File: config.mk
export PLATFORM = sky130hd
export DESIGN_NAME = nn_sample_streamer
export DESIGN_NICKNAME = d
export VERILOG_FILES = /design/src/rtl/nn_stream_pkg.sv /design/src/rtl/nn_stream_buf.sv /design/src/rtl/nn_sample_streamer.sv
export SDC_FILE = /design/constraint.sdc
export NUM_CORES = 1
export LEC_CHECK = 0
export CORE_MARGIN = 2
export CORE_UTILIZATION = 55
export DETAILED_ROUTE_END_ITERATION = 7
export GPL_TIMING_DRIVEN = 0
export PLACE_DENSITY = 0.73
export RECOVER_POWER = 100
export SETUP_SLACK_MARGIN = 0.05
export SLEW_MARGIN = 20
export SYNTH_ARGS = -nofsm -noshare
export SYNTH_HDL_FRONTEND = slang
export SYNTH_SLANG_ARGS = --single-unit
export TNS_END_PERCENT = 20
File: constraint.sdc
create_clock -name clk -period 4.7 [get_ports clk]
set_input_delay 0.94 -clock clk [delete_from_list [all_inputs] [get_ports clk]]
set_output_delay 0.94 -clock clk [all_outputs]
set_load 0.1 [all_outputs]
File: src/rtl/nn_stream_pkg.sv
// Shared state encoding and default sizing for the sample streamer.
// The top is built with or without the NN_STREAM_CHECKSUM_EN macro; both builds share this package.
package nn_stream_pkg;

   localparam int NN_DATA_W = 8;
   localparam int NN_DEPTH  = 16;

   typedef enum logic [1:0] {
      ST_IDLE = 2'd0,
      ST_SEND = 2'd1,
      ST_CSUM = 2'd2,
      ST_DONE = 2'd3
   } state_e;

endpackage

File: src/rtl/nn_stream_buf.sv
// Sample buffer: DEPTH x DATA_W register array, one write port, combinational read.
module nn_stream_buf
   import nn_stream_pkg::*;
#(
   parameter int DATA_W = NN_DATA_W,
   parameter int DEPTH  = NN_DEPTH
) (
   input  logic                       clk,
   input  logic                       wr_en,
   input  logic [$clog2(DEPTH)-1:0]   wr_ptr,
   input  logic [DATA_W-1:0]          wr_data,
   input  logic [$clog2(DEPTH)-1:0]   rd_ptr,
   output logic [DATA_W-1:0]          rd_data
);

   logic [DATA_W-1:0] mem_q [DEPTH];
   logic [DATA_W-1:0] mem_d [DEPTH];

   always_comb begin
      mem_d = mem_q;
      if (wr_en) begin
         mem_d[wr_ptr] = wr_data;
      end
   end

   // Contents need no reset: the top's count decides which entries are valid.
   always_ff @(posedge clk) begin
      mem_q <= mem_d;
   end

   assign rd_data = mem_q[rd_ptr];

endmodule

File: src/rtl/nn_sample_streamer.sv
// Buffers host samples and streams them as one valid/ready frame with out_last and a done pulse.
// Define NN_STREAM_CHECKSUM_EN to append a mod-2^DATA_W checksum beat to every frame.
module nn_sample_streamer
   import nn_stream_pkg::*;
#(
   parameter int DATA_W = NN_DATA_W,
   parameter int DEPTH  = NN_DEPTH
) (
   input  logic                         clk,
   input  logic                         rst_n,
   input  logic                         wr_en,
   input  logic [DATA_W-1:0]            wr_data,
   output logic                         wr_ready,
   input  logic                         start,
   output logic                         busy,
   output logic [$clog2(DEPTH+1)-1:0]   count,
   output logic                         out_valid,
   input  logic                         out_ready,
   output logic [DATA_W-1:0]            out_data,
   output logic                         out_last,
   output logic                         done
);

   localparam int PTR_W = $clog2(DEPTH);
   localparam int CNT_W = $clog2(DEPTH + 1);

   state_e             state_q, state_d;
   logic [PTR_W-1:0]   wr_ptr_q, wr_ptr_d;
   logic [PTR_W-1:0]   rd_ptr_q, rd_ptr_d;
   logic [CNT_W-1:0]   count_q, count_d;
   logic [CNT_W-1:0]   remaining_q, remaining_d;
   logic               out_valid_q, out_valid_d;
   logic [DATA_W-1:0]  out_data_q, out_data_d;
   logic               out_last_q, out_last_d;
   logic               done_q, done_d;
   logic               wr_ready_q, wr_ready_d;
   logic               busy_q, busy_d;
`ifdef NN_STREAM_CHECKSUM_EN
   logic [DATA_W-1:0]  csum_q, csum_d;
`endif

   logic               buf_we;
   logic [PTR_W-1:0]   rd_addr;
   logic [DATA_W-1:0]  rd_data;

   nn_stream_buf #(
      .DATA_W (DATA_W),
      .DEPTH  (DEPTH)
   ) u_buf (
      .clk     (clk),
      .wr_en   (buf_we),
      .wr_ptr  (wr_ptr_q),
      .wr_data (wr_data),
      .rd_ptr  (rd_addr),
      .rd_data (rd_data)
   );

   // Outputs are registered, so each transition preloads the beat that will be shown next.
   always_comb begin
      state_d     = state_q;
      wr_ptr_d    = wr_ptr_q;
      rd_ptr_d    = rd_ptr_q;
      count_d     = count_q;
      remaining_d = remaining_q;
      out_valid_d = out_valid_q;
      out_data_d  = out_data_q;
      out_last_d  = out_last_q;
      done_d      = 1'b0;
      buf_we      = 1'b0;
      rd_addr     = rd_ptr_q;
`ifdef NN_STREAM_CHECKSUM_EN
      csum_d      = csum_q;
`endif

      case (state_q)
         ST_IDLE: begin
            buf_we = wr_en && wr_ready_q;
            if (buf_we) begin
               wr_ptr_d = wr_ptr_q + 1'b1;
               count_d  = count_q + 1'b1;
            end
            if (start && (count_d != '0)) begin
               state_d     = ST_SEND;
               remaining_d = count_d;
               out_valid_d = 1'b1;
               // An empty buffer means the first sample is the one being written right now.
               out_data_d  = (count_q == '0) ? wr_data : rd_data;
`ifdef NN_STREAM_CHECKSUM_EN
               out_last_d  = 1'b0;
               csum_d      = '0;
`else
               out_last_d  = (count_d == CNT_W'(1));
`endif
            end
         end

         ST_SEND: begin
            rd_addr = rd_ptr_q + 1'b1;
            if (out_ready) begin
               rd_ptr_d    = rd_ptr_q + 1'b1;
               remaining_d = remaining_q - 1'b1;
`ifdef NN_STREAM_CHECKSUM_EN
               csum_d      = csum_q + out_data_q;
`endif
               if (remaining_q == CNT_W'(1)) begin
`ifdef NN_STREAM_CHECKSUM_EN
                  state_d     = ST_CSUM;
                  out_data_d  = csum_q + out_data_q;
                  out_last_d  = 1'b1;
`else
                  state_d     = ST_DONE;
                  out_valid_d = 1'b0;
                  out_data_d  = '0;
                  out_last_d  = 1'b0;
                  done_d      = 1'b1;
                  count_d     = '0;
`endif
               end else begin
                  out_data_d = rd_data;
`ifdef NN_STREAM_CHECKSUM_EN
                  out_last_d = 1'b0;
`else
                  out_last_d = (remaining_q == CNT_W'(2));
`endif
               end
            end
         end

`ifdef NN_STREAM_CHECKSUM_EN
         ST_CSUM: begin
            if (out_ready) begin
               state_d     = ST_DONE;
               out_valid_d = 1'b0;
               out_data_d  = '0;
               out_last_d  = 1'b0;
               done_d      = 1'b1;
               count_d     = '0;
            end
         end
`endif

         ST_DONE: begin
            state_d = ST_IDLE;
         end

         default: begin
            state_d = ST_IDLE;
         end
      endcase

      busy_d     = (state_d != ST_IDLE);
      wr_ready_d = (state_d == ST_IDLE) && (count_d < CNT_W'(DEPTH));
   end

   always_ff @(posedge clk) begin
      if (!rst_n) begin
         state_q     <= ST_IDLE;
         wr_ptr_q    <= '0;
         rd_ptr_q    <= '0;
         count_q     <= '0;
         remaining_q <= '0;
         out_valid_q <= 1'b0;
         out_data_q  <= '0;
         out_last_q  <= 1'b0;
         done_q      <= 1'b0;
         wr_ready_q  <= 1'b1;
         busy_q      <= 1'b0;
`ifdef NN_STREAM_CHECKSUM_EN
         csum_q      <= '0;
`endif
      end else begin
         state_q     <= state_d;
         wr_ptr_q    <= wr_ptr_d;
         rd_ptr_q    <= rd_ptr_d;
         count_q     <= count_d;
         remaining_q <= remaining_d;
         out_valid_q <= out_valid_d;
         out_data_q  <= out_data_d;
         out_last_q  <= out_last_d;
         done_q      <= done_d;
         wr_ready_q  <= wr_ready_d;
         busy_q      <= busy_d;
`ifdef NN_STREAM_CHECKSUM_EN
         csum_q      <= csum_d;
`endif
      end
   end

   assign wr_ready  = wr_ready_q;
   assign busy      = busy_q;
   assign count     = count_q;
   assign out_valid = out_valid_q;
   assign out_data  = out_data_q;
   assign out_last  = out_last_q;
   assign done      = done_q;

endmodule
After elaboration in Yosys (flattened, before gate mapping)
Cells that the tools add are included.

Input port bits: 13. Bits in writable memories: 0. Memories: 0. ROM bits: 0. Output and inout port bits: 18. Bits in registers: 161. Latch bits: 0.

$mul: 0. Divide/modulo/power cells: 0. Shift operators: 0. Reductions and logical operators: 15. Equal/unequal tests: 7. Multiplexer cells: 34. Bitwise logic cells: 2. Magnitude comparators: 4. Add/subtract/negate cells: 4.

Operators with widths (number): 128-bit bitwise mux (1); 8-bit 2-to-1 mux (7); 8-bit binary-select mux with 4-bit select (1); 8-bit demux with 4-bit select (1); 5-bit 2-to-1 mux (6); 5-bit case mux with 2 select lines (2); 8-bit case mux with 2 select lines (1); 5-bit by 1-bit equality test with 1-bit output (second input constant) (2); 5-bit >= comparator (second input constant) (2); 4-bit inverter with 5-bit output (2); 4-bit by 1-bit adder with 4-bit output (second input constant) (2); 1-bit 2-to-1 mux (8); 2-bit 2-to-1 mux (3); 2-bit != test (second input constant) (3); 3-bit AND reduction (2); 5-bit by 1-bit adder with 5-bit output (second input constant) (1); 5-bit by 2-bit equality test with 1-bit output (second input constant) (1); 5-bit zero test (1); 5-bit by 1-bit < comparator with 1-bit output (second input constant) (1); 5-bit < comparator (second input constant) (1); 5-bit nonzero test (1); 5-bit by 1-bit subtractor with 5-bit output (second input constant) (1); 1-bit logical AND (4); 2-bit zero test (2); other kinds (7) (10).

Longest topological paths before layout
Gate-level depths: netlist (run 1).

Depth in word-level cells: 9. Mapped depth: 10. Gate-level depth less buffers: 8.

Cells and area by module
From an unflattened synthesis (run 1), not the netlist that was laid out.

Cells, all modules: 457. Area, all modules: 6976.7 µm².

By module, submodules not included: nn_stream_buf (cells an instance 226, sequential area each 3843.7 µm², instances 1, area each 5009.8 µm²); nn_sample_streamer (cells an instance 231, sequential area each 660.6 µm², instances 1, area each 1966.9 µm²).

Worst setup path before layout (run 1)
No wires, ideal clock.

Path kind: reg2reg. Start point: register count_q[0], in the netlist count[0]. End point: register out_data_q[0], in the netlist out_data[0]. Data arrival time: 2.815 ns. Stages on the path, launching flop included: 10. Path slack: 1.762 ns. Library setup time: 0.122 ns. Path through: dfxtp_1 > inv_1 > ha_1 > nor2_1 > mux2_4 > a21o_1 > a311o_1 > buf_6 > a32oi_1 > o21ai_1.

Longest elaborated chain between the ends: 7. Elaborated cells between the ends (all ways): 11. Those cells by class: add/sub (1); eq/ne (1); mux (5); reduce/logical (4).

RTL lines: start: declaration (line nn_sample_streamer.sv:30) `logic [CNT_W-1:0] count_q, count_d;`; start signal: assignment (line nn_sample_streamer.sv:175) `count_q <= count_d;`; 5-bit by 1-bit adder with 5-bit output (line nn_sample_streamer.sv:80) `count_d = count_q + 1'b1;`; 5-bit 2-to-1 mux (line nn_sample_streamer.sv:78) `if (buf_we) begin`; 5-bit 2-to-1 mux (line nn_sample_streamer.sv:75) `case (state_q)`; 5-bit nonzero test (line nn_sample_streamer.sv:82) `if (start && (count_d != '0)) begin`; 1-bit logical AND (line nn_sample_streamer.sv:82); 2-bit != test (no line); 3-bit AND reduction (no line); end signal: assignment (line nn_sample_streamer.sv:178) `out_data_q <= out_data_d;`; end: declaration (line nn_sample_streamer.sv:33) `logic [DATA_W-1:0] out_data_q, out_data_d;`.

Parallel ways exist; a longest one is shown, timed or not. The select of a mux whose other input is x is not followed. A chain may end at the register's enable or synchronous reset.

Worst setup path in the final report (run 1)
Start point: input wr_en. End point: register out_data_q[2], in the netlist out_data[2].

Longest elaborated chain between the ends: 7.

RTL lines: start: declaration (line nn_sample_streamer.sv:11) `input logic wr_en,`; 1-bit logical AND (line nn_sample_streamer.sv:77) `buf_we = wr_en && wr_ready_q;`; 5-bit 2-to-1 mux (line nn_sample_streamer.sv:78); 5-bit 2-to-1 mux (line nn_sample_streamer.sv:75); 5-bit nonzero test (line nn_sample_streamer.sv:82); 1-bit logical AND (line nn_sample_streamer.sv:82); 2-bit != test (no line); 3-bit AND reduction (no line).

No other way between the ends. The select of a mux whose other input is x is not followed.

==> results of run 1 <==
==> layer usage <==
metal	share of wire	wire length [um]	GRT usage	vias to the layer above
li1	-	-	-	2864
met1	0.39	9391	0.3848	3179
met2	0.48	11410	0.4918	350
met3	0.084	2008	0.06882	74
met4	0.042	989	0.1642	0
met5	0	0	0	-
==> report_power, final <==
group	switching [mW]	total [mW]	internal (mW)
clock	0.567	1.44	0.874
combinational	0.517	0.740	0.223
sequential	0.0312	1.61	1.58
total	1.12	3.79	2.68
==> path summary, 6_finish.rpt <==
path / startpoint / end / slack (ns)
hold reg to reg: out_data[6] / out_data[6] / 0.48
setup / recovery: wr_en / out_data[2] / 1.02
hold / removal: out_data[6] / out_data[6] / 0.48
setup reg to reg: state_q[1] / u_buf.mem_q[107] / 1.43
==> metrics by stage <==
stage | util | power [mW] | hold slack (ns) | instance area [um2] | instances
after floorplan | - | 2.159 | 0.4546 | 8212 | 710
after global placement | 0.6015 | 2.366 | 0.4681 | 8742 | 924
after detailed placement | 0.6029 | 2.386 | 0.4628 | 8762 | 924
after CTS | 0.6463 | 3.810 | 0.4718 | 9393 | 956
after global routing | 0.6422 | 3.911 | 0.5124 | 9334 | 956
final | 0.6422 | 3.795 | 0.4837 | 9334 | 956
==> cell type report <==
| type | count | area, um2 |
|---|---|---|
| Buffer | 56 | 269.0 |
| Clock buffer | 24 | 546.8 |
| Clock inverter | 8 | 83.83 |
| Fill cell | 1144 | 5200 |
| Inverter | 19 | 71.32 |
| Multi-Input combinational cell | 474 | 3328 |
| Sequential cell | 161 | 4504 |
| Tap cell | 184 | 230.2 |
| Timing Repair Buffer | 30 | 300.3 |
==> cells by family (layout without fill, tap and decap cells) <==
logic type / count (synthesis) / after routing / share of synthesized area
AO/OA/AOI/OAI: 208 / 208 / 0.1754
flip-flops: 161 / 161 / 0.5485
AND/OR/NAND/NOR: 169 / 169 / 0.09798
adder cells (fa/ha/maj): 10 / 10 / 0.01524
multiplexers: 76 / 76 / 0.1077
XOR/XNOR: 11 / 11 / 0.01265
buffers and inverters: 75 / 137 / 0.04251
==> state kept, by name (all words and copies together) (netlist names) <==
| signal | cells |
|---|---|
| u_buf.mem_q | 128 |
| out_data | 8 |
| count | 5 |
| remaining_q | 5 |
| rd_ptr_q | 4 |
| wr_ptr_q | 4 |
| state_q | 2 |
| busy | 1 |
| done | 1 |
| out_last | 1 |
| out_valid | 1 |
| wr_ready | 1 |
==> layout by cell type, fill, tap and decap left out, types with 7 or more instances in the layout <==
cell type / synthesis / routed
ha_1: 10 / 10
dfxtp_1: 33 / 33
o211ai_1: 17 / 17
a221oi_1: 7 / 7
clkbuf_16: 0 / 21
edfxtp_1: 128 / 128
a211oi_1: 12 / 12
mux2_2: 15 / 15
nand3_1: 27 / 28
buf_2: 26 / 25
a211o_1: 16 / 16
clkbuf_1: 22 / 27
a311oi_1: 15 / 16
mux4_2: 8 / 8
o32ai_1: 9 / 9
nand2b_1: 17 / 17
o22ai_1: 17 / 17
o221ai_1: 9 / 9
nand2_1: 28 / 28
nor2_1: 60 / 61
o21ai_0: 21 / 28
inv_1: 18 / 18
a32oi_1: 7 / 7
a21oi_1: 56 / 56
mux2i_1: 52 / 52
nor3_1: 14 / 14
dlygate4sd3_1: 0 / 29
==> worst register-to-register path, delay by kind of cell, from the launching register on <==
family	cells	cell delay, ns
buf+inv	1	0.19
flops	1	0.34
simple gates	4	2.34
==> metrics, run 1 <==
CTS tree yes; Die Height 126.2 um; minimum clock period 3.681 ns; # DRC 0; most frequent cells after synthesis edfxtp_1 (128), nor2_1 (60), a21oi_1 (56); critical path depth 8; critical path type in2reg; overflow left after global routing 0; clk slew on worst S/H paths 0.06 ns; htree depth 4; area leader, netlist edfxtp_1; clock root buffer clkbuf_16; Final setup viols 0; synthesized instance count 710; GRT Util Overall 0.3049; worst-margin pin slew 1.428 ns; antenna viol nets, final 0; Hold Path Stages 2; Hold Buf Count CTS 0; Synth Warn # 0; Vias 6467; worst stage delay on the critical path 0.74 ns; total I/O pin count 31; Worst Setup End Kind register; pin count of the biggest net entering global routing 18; full die area 0.01592 mm2; share of cells above drive strength 1 0.1192; WL/cell 24.90 um; max cap viols 0; Post-synth EDFFs 128; Crit path buffers/inverters 2; row cnt 44; DIE WIDTH 126.2 um; # diodes 0; Max VDD drop 0.2374 mV; 1st-pass router iterations 6; Final WS setup 1.019 ns; number of global-route vias before repair 6477; Clk Latency, worst-skew pair 0.44 ns; Worst path slowest cell a311oi_1; critical path arrival 4.03 ns; share of the synthesized area in the top cell type 0.4681; Nets 782; post-CTS resize count 0; top-count cell post-synth edfxtp_1; Port-buffer cells 30; top cells by area, synth edfxtp_1 (47%), dfxtp_1 (8.0%), mux2i_1 (6.3%), a21oi_1 (3.4%), nor2_1 (2.7%); Syn Nets 733; first-pass GRT wire length 36.06 mm; delay-heaviest family, CP compound AO/OA/AOI/OAI gates; RSZ-0062 raised after global routing no; Post-Syn Area per Cell 11.57 um2; LEAKAGE 3.062 nW; post-DP HPWL 16.41 mm; Setup crit start kind input pin; status finished, final reports clean; Hold Vio Cnt, Final 0; Synth Register Bits 161; register area share after synthesis 0.5485; fmax 271.7 MHz; Power per Cell Area 406.6 mW/mm2; dpl ws 1.349 ns; initial core utilization 0.5650; Area growth syn-to-layout 13.67%; Final Cycle Share 0.7831; Hold Path Class reg2reg; required time worst endpoint 5.05 ns; Core Region 0.01453 mm2; total clock sinks 161; Post-Syn Area 0.008212 mm2; post-synthesis cell type count 58; final slew viol count 0; skew final 0.009655 ns; worst-path fanout max 8; initial antenna violation count 0; Post-CTS Setup Bufs 0; Slew headroom 0.04072; worst-case clock buffer depth 2; Num CTS Buffers 17; Main synth FF type edfxtp_1; Total Wirelength 23.80 mm; Post-synth ARST share 0; worst-path cell chain dlygate4sd3_1 -> and2_2 -> clkbuf_1 -> mux2_1 -> a21o_1 -> a311oi_1 -> nand3_1 -> o21ai_0; GPL Wtd Cong 0.9799; TNS Setup 0 ns; Vias per Instance 6.765; drt initial violations 895; worst reg-to-reg path cell count 5
No activity file was read; power rests on OpenSTA's default activity.
==> inputs of run 2 (changes only) <==
clock period = 3.5 ns   (was 4.7 ns; I/O delays follow)
==> metrics, run 2 (same netlist as run 1, synthesis figures left out) <==
status finished, final reports clean; total clock sinks 161 (unchanged); CTS tree yes; Total Wirelength 23.81 mm (about the same); Worst Setup End Kind register; clk slew on worst S/H paths 0.07 ns (about the same); Reg with most FFs u_buf.mem_q; post-CTS resize count 0 (unchanged); overflow left after global routing 0 (unchanged); most frequent cells in the layout edfxtp_1 (128), nor2_1 (61), a21oi_1 (56), mux2i_1 (52), dfxtp_1 (33); GPL Wtd Cong 0.9799 (unchanged); worst-case hold slack 0.4824 ns (-0.001210 ns); dpl ws 0.3891 ns (-0.9600 ns); Final setup viols 0 (unchanged); Worst path slowest cell a311oi_1; worst-path cell chain buf_2 -> nor2b_1 -> clkbuf_1 -> clkbuf_1 -> clkbuf_1 -> nand3_1 -> a311oi_1 -> a211oi_1 -> o21ai_0; # diodes 0 (unchanged); Final Cycle Share 0.9129; number of global-route vias before repair 6477 (unchanged); worst stage delay on the critical path 0.53 ns (-0.21 ns); Die Height 126.2 um (unchanged); RSZ-0062 raised after global routing no; initial antenna violation count 0 (unchanged); Port-buffer cells 30 (unchanged); Final WS setup 0.3048 ns (-0.7147 ns); WL/cell 24.91 um (about the same); drt initial violations 928 (+3.7%); Num CTS Buffers 17 (unchanged); worst-margin pin slew 0.9884 ns (-0.4395 ns); initial core utilization 0.5650 (unchanged); worst-case clock buffer depth 2 (unchanged); antenna viol nets, final 0 (unchanged); DIE WIDTH 126.2 um (unchanged); post-DP HPWL 16.41 mm (unchanged); Hold Buf Count CTS 0 (unchanged); Setup crit start kind register; final slew viol count 0 (unchanged); Max VDD drop 0.3191 mV (+34%); critical path type reg2reg; pin count of the biggest net entering global routing 18 (unchanged); full die area 0.01592 mm2 (unchanged); Vias 6525 (+0.90%); TNS Setup 0 ns (unchanged); Area growth syn-to-layout 14.06%; 1st-pass router iterations 7 (+1); skew final 0.01385 ns (+0.004195 ns); clock root buffer clkbuf_16; Nets 782 (unchanged); minimum clock period 3.195 ns; LEAKAGE 3.071 nW (+0.30%); htree depth 4 (unchanged); Post-CTS Setup Bufs 0 (unchanged); max reg flops 128 (unchanged); CP most frequent cell clkbuf_1; row cnt 44 (unchanged); Power per Cell Area 544.5 mW/mm2 (+34%); Hold Vio Cnt, Final 0 (unchanged); # DRC 0 (unchanged); Clk Latency, worst-skew pair 0.44 ns (about the same); fmax 313.0 MHz; critical path arrival 3.57 ns (-0.46 ns); max cap viols 0 (unchanged); share of cells above drive strength 1 0.1231 (+0.003886); Vias per Instance 6.825 (+0.90%); total I/O pin count 31 (unchanged); Core Region 0.01453 mm2 (unchanged); GRT Util Overall 0.3049 (unchanged); Hold Path Class reg2reg; Slew headroom 0.3389 (+0.2982); worst-path fanout max 10 (+2); first-pass GRT wire length 36.06 mm (unchanged); required time worst endpoint 3.87 ns (-1.18 ns); most common cell after layout, fill and taps aside edfxtp_1
run 2: cell types whose count changed in the layout (fill, tap and decap cells not counted), moves of 2 or more:
cell,before,now
nor3_1,14,10
nor3_2,0,4
clkbuf_1,27,30
buf_2,25,23
run 2: path summary, 6_finish.rpt:
kind,startpoint,endpoint,slack (ns),depth (start not counted)
worst max-delay path,state_q[0],out_data[3],0.30,9
worst min-delay path,out_data[6],out_data[6],0.48,2
worst max register to register,state_q[0],out_data[3],0.30,9
worst min register to register,out_data[6],out_data[6],0.48,2
run 2: cell type report:
class | count | area [um2]
clock buffers | 24 | 546.8
repair buffers | 30 | 300.3
inverters | 19 | 71.32
fillers | 1140 | 5167
clock inverters | 8 | 83.83
plain buffers | 56 | 259.0
flip-flops and latches | 161 | 4504
well taps | 184 | 230.2
multi-input cells | 474 | 3371
run 2: power by group:
group | leakage [nW] | switching [mW] | total, mW | internal (mW)
clock | 0.308 | 0.761 | 1.93 | 1.17
combinational | 1.34 | 0.700 | 0.999 | 0.299
sequential | 1.42 | 0.0415 | 2.17 | 2.12
total | 3.07 | 1.50 | 5.10 | 3.60
run 2: metrics by stage:
step / power [mW] / utilization / cells / instance area [um2]
6_report: 5.100 / 0.6445 / 956 / 9366
5_1_grt: 5.256 / 0.6445 / 956 / 9366
4_1_cts: 5.116 / 0.6463 / 956 / 9393
3_5_place_dp: 3.204 / 0.6029 / 924 / 8762
3_3_place_gp: 3.177 / 0.6015 / 924 / 8742
2_1_floorplan: 2.900 / - / 710 / 8212
run 2: routing by layer:
layer  GRT usage  share of wire
met1      0.3848           0.40
met2      0.4918           0.48
met3     0.06882          0.078
met4      0.1642          0.043
met5           0              0
run 2: critical path: cells and delay by family, from the launching register on:
family / cells / cell delay (ns)
buf+inv: 4 / 1.62
flops: 1 / 0.30
simple gates: 2 / 0.33
compound gates: 3 / 0.87
==> inputs of run 3 (changes only) <==
CORE_MARGIN = 10   (was 2)
==> metrics, run 3 (same netlist as run 1, synthesis figures left out) <==
Total Wirelength 24.55 mm (+3.1%); Hold Buf Count CTS 0 (unchanged); Final setup viols 0 (unchanged); clk slew on worst S/H paths 0.06 ns (about the same); Clock Power Share 0.377 (-0.002); Reg with most FFs u_buf.mem_q; htree depth 4 (unchanged); skew final 0.009109 ns (-0.004741 ns); number of global-route vias before repair 6338 (-2.1%); Gate power share 0.199 (+0.003); P_sw 1.499 mW (-0.23%); drt initial violations 828 (-11%); antenna viol nets, final 0 (unchanged); worst-case clock buffer depth 2 (unchanged); worst-path fanout max 10 (unchanged); initial core utilization 0.5629 (-0.002132); # diodes 0 (unchanged); Core Util, Final 0.6401 (-0.004319); Vias 6539 (+0.21%); row cnt 44 (unchanged); pin count of the biggest net entering global routing 18 (unchanged); post-CTS resize count 0 (unchanged); TNS Setup 0 ns (unchanged); WL/cell 25.74 um (+3.3%); max reg flops 128 (unchanged); GRT Util Overall 0.2428 (-0.06216); Clk Latency, worst-skew pair 0.43 ns (about the same); Num CTS Buffers 17 (unchanged); total I/O pin count 31 (unchanged); Setup crit start kind input pin; max cap viols 0 (unchanged); fin cells 954 (-0.21%); power share of the sequential group 0.424 (about the same); LEAKAGE 3.051 nW (-0.64%); most common cell after layout, fill and taps aside edfxtp_1; Worst Setup End Kind register; first-pass GRT wire length 37.09 mm (+2.9%); Post-CTS Setup Bufs 0 (unchanged); Area growth syn-to-layout 13.73%; R2R Path End u_buf.mem_q[111]; worst-path cell chain dlygate4sd3_1 -> nand2_1 -> nor2_2 -> nand2_1 -> nor3_1; Power per Cell Area 547.0 mW/mm2 (+0.46%); total clock sinks 161 (unchanged); initial antenna violation count 0 (unchanged); Max VDD drop 0.3322 mV (+4.1%); status finished, final reports clean; fin area 0.009339 mm2 (-0.29%); worst reg-to-reg path cell count 5 (-4); Nets 782 (unchanged); 1st-pass router iterations 5 (-2); Post-DP Area 0.008762 mm2 (unchanged); Worst path slowest cell nor3_1; share of cells above drive strength 1 0.1195 (-0.003576); required time worst endpoint 3.54 ns (-0.33 ns); Hold Vio Cnt, Final 0 (unchanged); # DRC 0 (unchanged); Vias per Instance 6.854 (+0.42%); final slew viol count 0 (unchanged); Int Power 3.609 mW (+0.32%); most frequent cells in the layout edfxtp_1 (128), nor2_1 (60), a21oi_1 (56), mux2i_1 (52), dfxtp_1 (33); critical path arrival 3.10 ns (-0.47 ns); GPL Wtd Cong 0.9563 (-2.4%); minimum clock period 3.056 ns (-0.1388 ns); CP most frequent cell nand2_1; placed insts 924 (unchanged); Worst Setup EP u_buf.mem_q[111]; Hold Path Class reg2reg; critical path type in2reg; Port-buffer cells 30 (unchanged); clock root buffer clkbuf_16; Worst R2R Setup Slack 0.53 ns (+0.23 ns); full die area 0.02022 mm2 (+27%); R2R Path Start state_q[1]; DIE WIDTH 142.2 um (+13%); Final WS setup 0.4436 ns (+0.1388 ns); CTS tree yes; worst-margin pin slew 1.238 ns (+0.2493 ns); RSZ-0062 raised after global routing no; sw frac 0.2934 (-0.001150); Worst Setup SP wr_en; dpl ws 0.2466 ns (-0.1425 ns); fmax 327.2 MHz (+4.5%); post-DP HPWL 16.90 mm (+3.0%); overflow left after global routing 0 (unchanged); worst stage delay on the critical path 0.99 ns (+0.46 ns); Die Height 142.2 um (+13%); Final Cycle Share 0.8733 (-0.03966); Core Region 0.01459 mm2 (+0.38%); Slew headroom 0.1685 (-0.1704)
run 3: critical path, delay by kind of cell:
family / cells / cell delay, ns
and+or+nand+nor: 4 / 1.81
buffers and inverters: 1 / 0.57
run 3: worst min path at each step:
stage               slack [ns]  cells past startpoint             end            from
floorplan                 0.45                      2  remaining_q[3]  remaining_q[3]
global placement          0.45                      2     out_data[6]     out_data[6]
detailed placement        0.46                      2     out_data[6]     out_data[6]
CTS                       0.47                      2     out_data[6]     out_data[6]
global route              0.52                      1       out_valid       out_valid
finish                    0.48                      2     out_data[6]     out_data[6]
run 3: layout make-up:
cell class	instances	area, um2
Fill cell	1123	5250
Sequential cell	161	4504
Multi-Input combinational cell	474	3368
Clock buffer	19	432.9
Timing Repair Buffer	30	300.3
Buffer	56	267.8
Tap cell	184	230.2
Clock inverter	11	163.9
Inverter	19	71.32
run 3: power by group through the flow:
stage	registers [mW]	logic, mW	clock network, mW
3_5_place_dp	2.21	1.01	0
6_report	2.17	1.01	1.93
5_1_grt	2.17	1.07	2.02
2_1_floorplan	2.38	0.525	0
3_3_place_gp	2.20	0.992	0
4_1_cts	2.17	1.01	1.93
run 3: per-layer routing:
layer	vias to the layer above	track usage	wire length [um]
li1	2861	-	-
met1	3270	0.3092	9890
met2	348	0.3923	11790
met3	60	0.04740	2138
met4	0	0.1092	735
met5	-	0	0
run 3: per-stage QoR:
stage,total power [mW],hold slack [ns]
after global routing,5.255,0.5236
final,5.108,0.4800
after floorplan,2.900,0.4546
after detailed placement,3.218,0.4630
after global placement,3.196,0.4538
after CTS,5.114,0.4715
